## config.mk

```make
export PLATFORM = sky130hd
export DESIGN_NAME = cycle_sequencer
export DESIGN_NICKNAME = d
export VERILOG_FILES = /design/src/rtl/cycle_sequencer_pkg.sv /design/src/rtl/cycle_sequencer_decoder.sv /design/src/rtl/cycle_sequencer.sv
export SDC_FILE = /design/constraint.sdc
export NUM_CORES = 1
export LEC_CHECK = 0
export CORE_MARGIN = 2
export CORE_UTILIZATION = 45
export DETAILED_ROUTE_END_ITERATION = 6
export PLACE_DENSITY = 0.85
export SYNTH_ARGS = -nofsm -noshare
export SYNTH_HDL_FRONTEND = slang
export SYNTH_SLANG_ARGS = --single-unit
```

## constraint.sdc

```tcl
create_clock -name toggle_clk -period 2.75 [get_ports toggle_clk]
set_clock_uncertainty 0.15 [all_clocks]
set_input_delay 0.55 -clock toggle_clk [delete_from_list [all_inputs] [get_ports toggle_clk]]
set_output_delay 0.55 -clock toggle_clk [all_outputs]
set_load 0.01 [all_outputs]
```

## src/rtl/cycle_sequencer_pkg.sv

```systemverilog
// Shared definitions for the TB4004 instruction-cycle sequencer: state encoding,
// 4004 frame defaults and named cycle indices.
package tb4004_pkg;

  typedef enum logic [1:0] {
    ST_RUN     = 2'd0,
    ST_STEP    = 2'd1,
    ST_STOPPED = 2'd2
  } seq_state_e;

  localparam int DEF_NUM_CYCLES = 8;
  localparam int DEF_SYNC_CYCLE = 7;

  localparam int A1 = 0;
  localparam int A2 = 1;
  localparam int A3 = 2;
  localparam int M1 = 3;
  localparam int M2 = 4;
  localparam int X1 = 5;
  localparam int X2 = 6;
  localparam int X3 = 7;

endpackage

```

## src/rtl/cycle_sequencer_decoder.sv

```systemverilog
// Combinational decode of cycle index and sequencer state into the one-hot
// phase bus, the sync pulse and the frame-end marker.
module cycle_decoder
  import tb4004_pkg::*;
#(
  parameter int NUM_CYCLES = DEF_NUM_CYCLES,
  parameter int CW         = $clog2(NUM_CYCLES),
  parameter int SYNC_CYCLE = DEF_SYNC_CYCLE
) (
  input  logic [CW-1:0]         cycle,
  input  seq_state_e            state,
  output logic [NUM_CYCLES-1:0] phase,
  output logic                  sync,
  output logic                  frame_end
);

  logic running;

  assign running   = (state != ST_STOPPED);
  assign phase     = running ? (NUM_CYCLES'(1) << cycle) : '0;
  assign sync      = running && (cycle == CW'(SYNC_CYCLE));
  assign frame_end = running && (cycle == CW'(NUM_CYCLES - 1));

endmodule

```

## src/rtl/cycle_sequencer.sv

```systemverilog
// Instruction-cycle sequencer: frame counter, RUN/STEP/STOPPED control with
// halt and single-step at frame boundaries, and a retired-frame counter.
module cycle_sequencer
  import tb4004_pkg::*;
#(
  parameter int NUM_CYCLES   = DEF_NUM_CYCLES,
  parameter int CW           = $clog2(NUM_CYCLES),
  parameter int SYNC_CYCLE   = DEF_SYNC_CYCLE,
  parameter int ICNT_W       = 16,
  parameter bit START_HALTED = 1'b0
) (
  input  logic                  toggle_clk,
  input  logic                  rst,
  input  logic                  halt_req,
  input  logic                  step,
  output logic [CW-1:0]         cycle,
  output logic [NUM_CYCLES-1:0] phase,
  output logic                  sync,
  output logic                  frame_end,
  output logic                  halted,
  output logic [ICNT_W-1:0]     instr_count
);

  generate
    if (NUM_CYCLES < 2) begin : g_bad_num_cycles
      $error("cycle_sequencer: NUM_CYCLES must be >= 2");
    end
    if (SYNC_CYCLE < 0 || SYNC_CYCLE > NUM_CYCLES - 1) begin : g_bad_sync_cycle
      $error("cycle_sequencer: SYNC_CYCLE must be in 0..NUM_CYCLES-1");
    end
    if (CW < $clog2(NUM_CYCLES) || CW < 1) begin : g_bad_cw
      $error("cycle_sequencer: CW too narrow for NUM_CYCLES");
    end
  endgenerate

  localparam logic [CW-1:0] LAST_CYCLE = CW'(NUM_CYCLES - 1);

  seq_state_e state;

  always_ff @(posedge toggle_clk) begin
    if (rst) begin
      cycle       <= '0;
      instr_count <= '0;
      state       <= START_HALTED ? ST_STOPPED : ST_RUN;
    end else begin
      case (state)
        ST_RUN, ST_STEP: begin
          if (cycle == LAST_CYCLE) begin
            cycle       <= '0;
            instr_count <= instr_count + ICNT_W'(1);
            // a step frame always ends stopped; a run frame only on halt_req
            if (state == ST_STEP || halt_req) state <= ST_STOPPED;
          end else begin
            cycle <= cycle + CW'(1);
          end
        end
        ST_STOPPED: begin
          cycle <= '0;
          if (!halt_req)  state <= ST_RUN;
          else if (step)  state <= ST_STEP;
        end
        default: begin
          cycle <= '0;
          state <= ST_STOPPED;
        end
      endcase
    end
  end

  assign halted = (state == ST_STOPPED);

  cycle_decoder #(
    .NUM_CYCLES(NUM_CYCLES),
    .CW        (CW),
    .SYNC_CYCLE(SYNC_CYCLE)
  ) u_decoder (
    .cycle    (cycle),
    .state    (state),
    .phase    (phase),
    .sync     (sync),
    .frame_end(frame_end)
  );

endmodule

```

== Word level (Yosys, flattened, before mapping) ==
Index checks and enable logic that the tools add are counted.
Widths: inputs -> output; s select.

* Output and inout bits: 30
* Input bits: 4
* Register bits after elaboration: 21
* Word-level logic and storage cells: 27

* Equal/unequal tests: 7
* Add/subtract/negate cells: 2
* Shift-type cells: 1
* Bitwise operators: 1
* Multiplexer cells: 6
* Reductions and logical operators: 7

{| class="wikitable"
|+ Operators by type and width
! cell !! count
|-
| $add 16x1->16 const B || 1
|-
| $mux 2 || 4
|-
| $mux 8 || 1
|-
| $shl 1x3->8 const A || 1
|-
| $ne 2x2->1 const B || 3
|-
| $pmux 2 s2 || 1
|-
| $add 3x1->3 const B || 1
|-
| $eq 3x3->1 const B || 1
|-
| $ne 3x3->1 const B || 1
|-
| $reduce_and 3->1 || 1
|-
| $reduce_or 3->1 || 1
|-
| $eq 2x1->1 const B || 1
|-
| $eq 2x2->1 const B || 1
|-
| $logic_not 2->1 || 1
|-
| $reduce_and 2->1 || 1
|-
| $reduce_or 2->1 || 1
|-
| $logic_and 1x1->1 || 1
|-
| $logic_or 1x1->1 || 1
|-
| $not 1->1 || 1
|}

== Longest topological paths before layout ==
* Depth after elaboration: 5
* Mapped depth: 8
* Gate-level depth less buffers: 6

== Hierarchy ==
Synthesis repeated with hierarchy kept, for this count alone.

* Cells, all modules: 115
* Area total of the unflattened synthesis: 1012.2 sq um

{| class="wikitable"
|+ By module, submodules not included
! module !! times used !! sequential area each (sq um) !! area an instance (sq um) !! cells each
|-
| cycle_sequencer || 1 || 420.4 || 912.1 || 102
|-
| cycle_decoder || 1 || 0.0 || 100.1 || 13
|}

== Least setup slack after synthesis ==
Ideal clock, no wire load.

* Path kind: flip-flop to flip-flop
* From: reg cycle[0]
* To: reg instr_count[15]
* Path slack: 579 ps
* Period minus slack after synthesis: 2171 ps
* Arrival: 1898 ps
* Library setup time: 123 ps
* Stages on the path, launching flop included: 9
* Cell sequence: dfxtp_1 -> ha_1 -> ha_1 -> buf_2 -> nand3b_4 -> or2_1 -> buf_6 -> nor4_2 -> mux2_1

* Longest elaborated chain between the ends: 2

{| class="wikitable"
|+ Ends and longest elaborated chain
! what !! line !! text
|-
| start, declared || cycle_sequencer.sv:16 || <nowiki>output logic [CW-1:0] cycle,</nowiki>
|-
| start signal, assigned || cycle_sequencer.sv:54 || <nowiki>cycle <= cycle + CW'(1);</nowiki>
|-
| $eq 3x3->1 || cycle_sequencer.sv:48 || <nowiki>if (cycle == LAST_CYCLE) begin</nowiki>
|-
| $reduce_and 2->1 (no source line) || -- ||
|-
| end signal, assigned || cycle_sequencer.sv:50 || <nowiki>instr_count <= instr_count + ICNT_W'(1);</nowiki>
|-
| end, declared || cycle_sequencer.sv:21 || <nowiki>output logic [ICNT_W-1:0] instr_count</nowiki>
|}

Every way passes these cells.
A chain may end at the register's enable or synchronous reset.

== Worst setup path after layout ==
* From: reg cycle[0]
* To: out sync

* Longest elaborated chain between the ends: 2

{| class="wikitable"
|+ Ends and longest elaborated chain
! what !! line !! text
|-
| $eq 3x3->1 || cycle_sequencer_decoder.sv:21 || <nowiki>assign sync = running && (cycle == CW'(SYNC_CYCLE));</nowiki>
|-
| $logic_and 1x1->1 || cycle_sequencer_decoder.sv:21 ||
|-
| end, declared || cycle_sequencer.sv:18 || <nowiki>output logic sync,</nowiki>
|}

Every way passes these cells.

==> results.cfg <==
[yosys]
synth_edf_count = 0
yosysWarnings = 0
syn-num-nets = 134
yosys_register_bits = 21
ys_seq_area_share_pct = 38.18
ys_types = 37
synthCells = 123
synthArstFlopShare_pct = 0
syn_area_um2 = 1101
synth_ff_type = dfxtp_1
syn_area_per_cell_um2 = 8.952

[timing]
setup_viol = 0
setup_tns_ps = 0
final_hold_viol_count = 0
maxSlewHeadroom_pct = 74.53
period_needed_ps = 2593
tightest_slew_ps = 380.9
slew_violations = 0
setup_ws_ps = 156.7
rsz0062_at_grt = no
clock.fmax_mhz = 385.6
fin_crit_sh_pct = 94.30

[clocking]
clkSinkCount = 21
clkTransAtPathRegs_ps = 110
clockBufferDepth = 2
htreeDepth = 1
ctsHoldBuffers = 0
cts_buffers = 3
cts_root_buf = clkbuf_4
cts_tree = done
clk_latency_ps = 310

[route]
drc = 0
viasPerCell = 5.339
wl_per_cell_um = 12.36
vias = 977
drt-pass1-iter-count = 4
wirelength_mm = 2.261
detail-route-antenna-nets = 0
drtIter0Drc = 17

[placement]
port_buffers = 33
place.gp.congestion = 0.7472
dp_hpwl_mm = 1.763
dp_slack_ps = 425.8

[setup_path]
rr_startpoint = cycle[0]$_SDFF_PP0_
crit_path_start_kind = flip-flop
cp-startpoint = cycle[0]$_SDFF_PP0_
crit_required_ps = 2050
critPathCaptureType = primary output
crit_type = flip-flop to primary output
crit_arrival_ps = 1890
worstPathMaxFanout = 9

[floorplanning]
design.die.area_um2 = 2859
die_w_um = 53.47
die_h_um = 53.47
initial_core_util_pct = 48.83
io_pins = 34
num_rows = 17
core_um2 = 2255

[flow_run]
cap_violations = 0

[cells_and_area]
post-route-util_pct = 64.76
final_cell_mix = 33 x clkdlybuf4s50_1, 19 x dfxtp_1, 12 x nor2_1
drive_gt1_share_pct = 9.032
antenna-diode-count = 0
fin_nets = 167
synthToLayoutAreaGrowth_pct = 32.61
final_common_cell = clkdlybuf4s50_1

[grt]
overflow = 0
antenna_found_initial = 0
grt_util_all_layers_pct = 17.30
grt_first_pass_wirelength_mm = 3.657
grt_pass1_vias = 847
grt_start_max_net_pins = 13

[power]
peakVddDrop_mv = 0.2626
power.density_nw_per_um2 = 358.9
p_leak_nw = 0.5681

[min_path]
hold_path_class = flip-flop to flip-flop
hp-start = cycle[0]$_SDFF_PP0_

[status]
outcome = finished, final reports clean
## registers in the layout (all words and copies together) (netlist names)
signal / cells
cycle: 3
instr_count: 16
state: 2
## stage by stage
| stage | power, mW | cells | area, µm² | hold slack (ps) |
|---|---|---|---|---|
| after global routing | 0.5462 | 183 | 1460 | 341.2 |
| final | 0.5240 | 183 | 1460 | 331.5 |
| after global placement | 0.3776 | 179 | 1431 | 333.1 |
| after floorplan | 0.3461 | 123 | 1101 | 336.6 |
| after CTS | 0.5266 | 183 | 1458 | 368.3 |
| after detailed placement | 0.3798 | 179 | 1431 | 352.7 |
## worst paths after layout
check | endpoint | slack (ps) | cells past startpoint
worst min-delay path | cycle[0]$_SDFF_PP0_ | 330 | 1
worst min register to register | cycle[0]$_SDFF_PP0_ | 330 | 1
worst max-delay path | sync | 160 | 5
worst max register to register | instr_count[15]$_SDFFE_PP0P_ | 630 | 7
## cell type report
class                      instances  area [µm²]
multi-input combinational         88       604.3
sequential                        21       422.9
fill                             208       794.5
tap                               28       35.03
timing repair buffer              35       345.3
inverter                           7       26.28
clock buffer                       4       26.28
## timing repair
item                       4_1_cts  5_1_grt
setup endpoints to repair        0        3
buffers inserted                 0        0
hold endpoints to repair         0        0
gates resized for setup          0        2
## metal layers
metal,share of wire (%),vias to the layer above,GRT usage [%]
met4,1.3,0,6.410
met3,6.5,4,3.955
li1,-,492,-
met1,45,445,20.07
met2,47,36,30.45
met5,0,-,0
## cell usage after synthesis (2+ instances only)
library cell	number	area (µm²)
xnor2_1	5	43.79
and2_1	2	12.51
buf_4	2	15.01
nand4_1	2	12.51
nor4_1	2	12.51
nor3b_1	2	15.01
dfxtp_1	21	420.4
o21ai_0	2	10.01
and3_1	6	37.54
buf_6	2	22.52
nor3_1	3	15.01
xor2_1	3	26.28
nor2b_1	2	12.51
nand2_1	7	26.28
inv_1	7	26.28
clkbuf_1	2	7.510
o31ai_1	3	22.52
or4_1	3	22.52
a21oi_1	7	35.03
nor2_1	12	45.04
ha_1	7	87.58
nand3_1	5	25.02
or3_2	2	15.01
## cells by family (layout without fill, tap and decap cells)
| kind of cell | count (synthesis) | count (layout) | share of synthesized area, % |
|---|---|---|---|
| AO/OA/AOI/OAI | 13 | 13 | 6.704 |
| flip-flops | 21 | 21 | 38.18 |
| adder cells (fa/ha/maj) | 7 | 7 | 7.954 |
| buffers and inverters | 14 | 46 | 6.932 |
| multiplexers | 2 | 2 | 1.932 |
| AND/OR/NAND/NOR | 58 | 58 | 31.93 |
| XOR/XNOR | 8 | 8 | 6.364 |
## power by group
group	switching, mW	leakage, nW	internal (mW)	total (mW)
Clock	0.0946	0.0150	0.0566	0.151
Combinational	0.0251	0.383	0.0339	0.0590
Sequential	0.00499	0.170	0.309	0.314
Total	0.125	0.568	0.399	0.524
## critical path, cell delays in order, from the launching register on
cell             delay, ps
dfxtp_2                390
ha_1                   180
ha_1                   140
buf_4                  160
and2_1                 170
clkdlybuf4s50_1        550
Note: power is estimated with default switching activity, not from simulation.
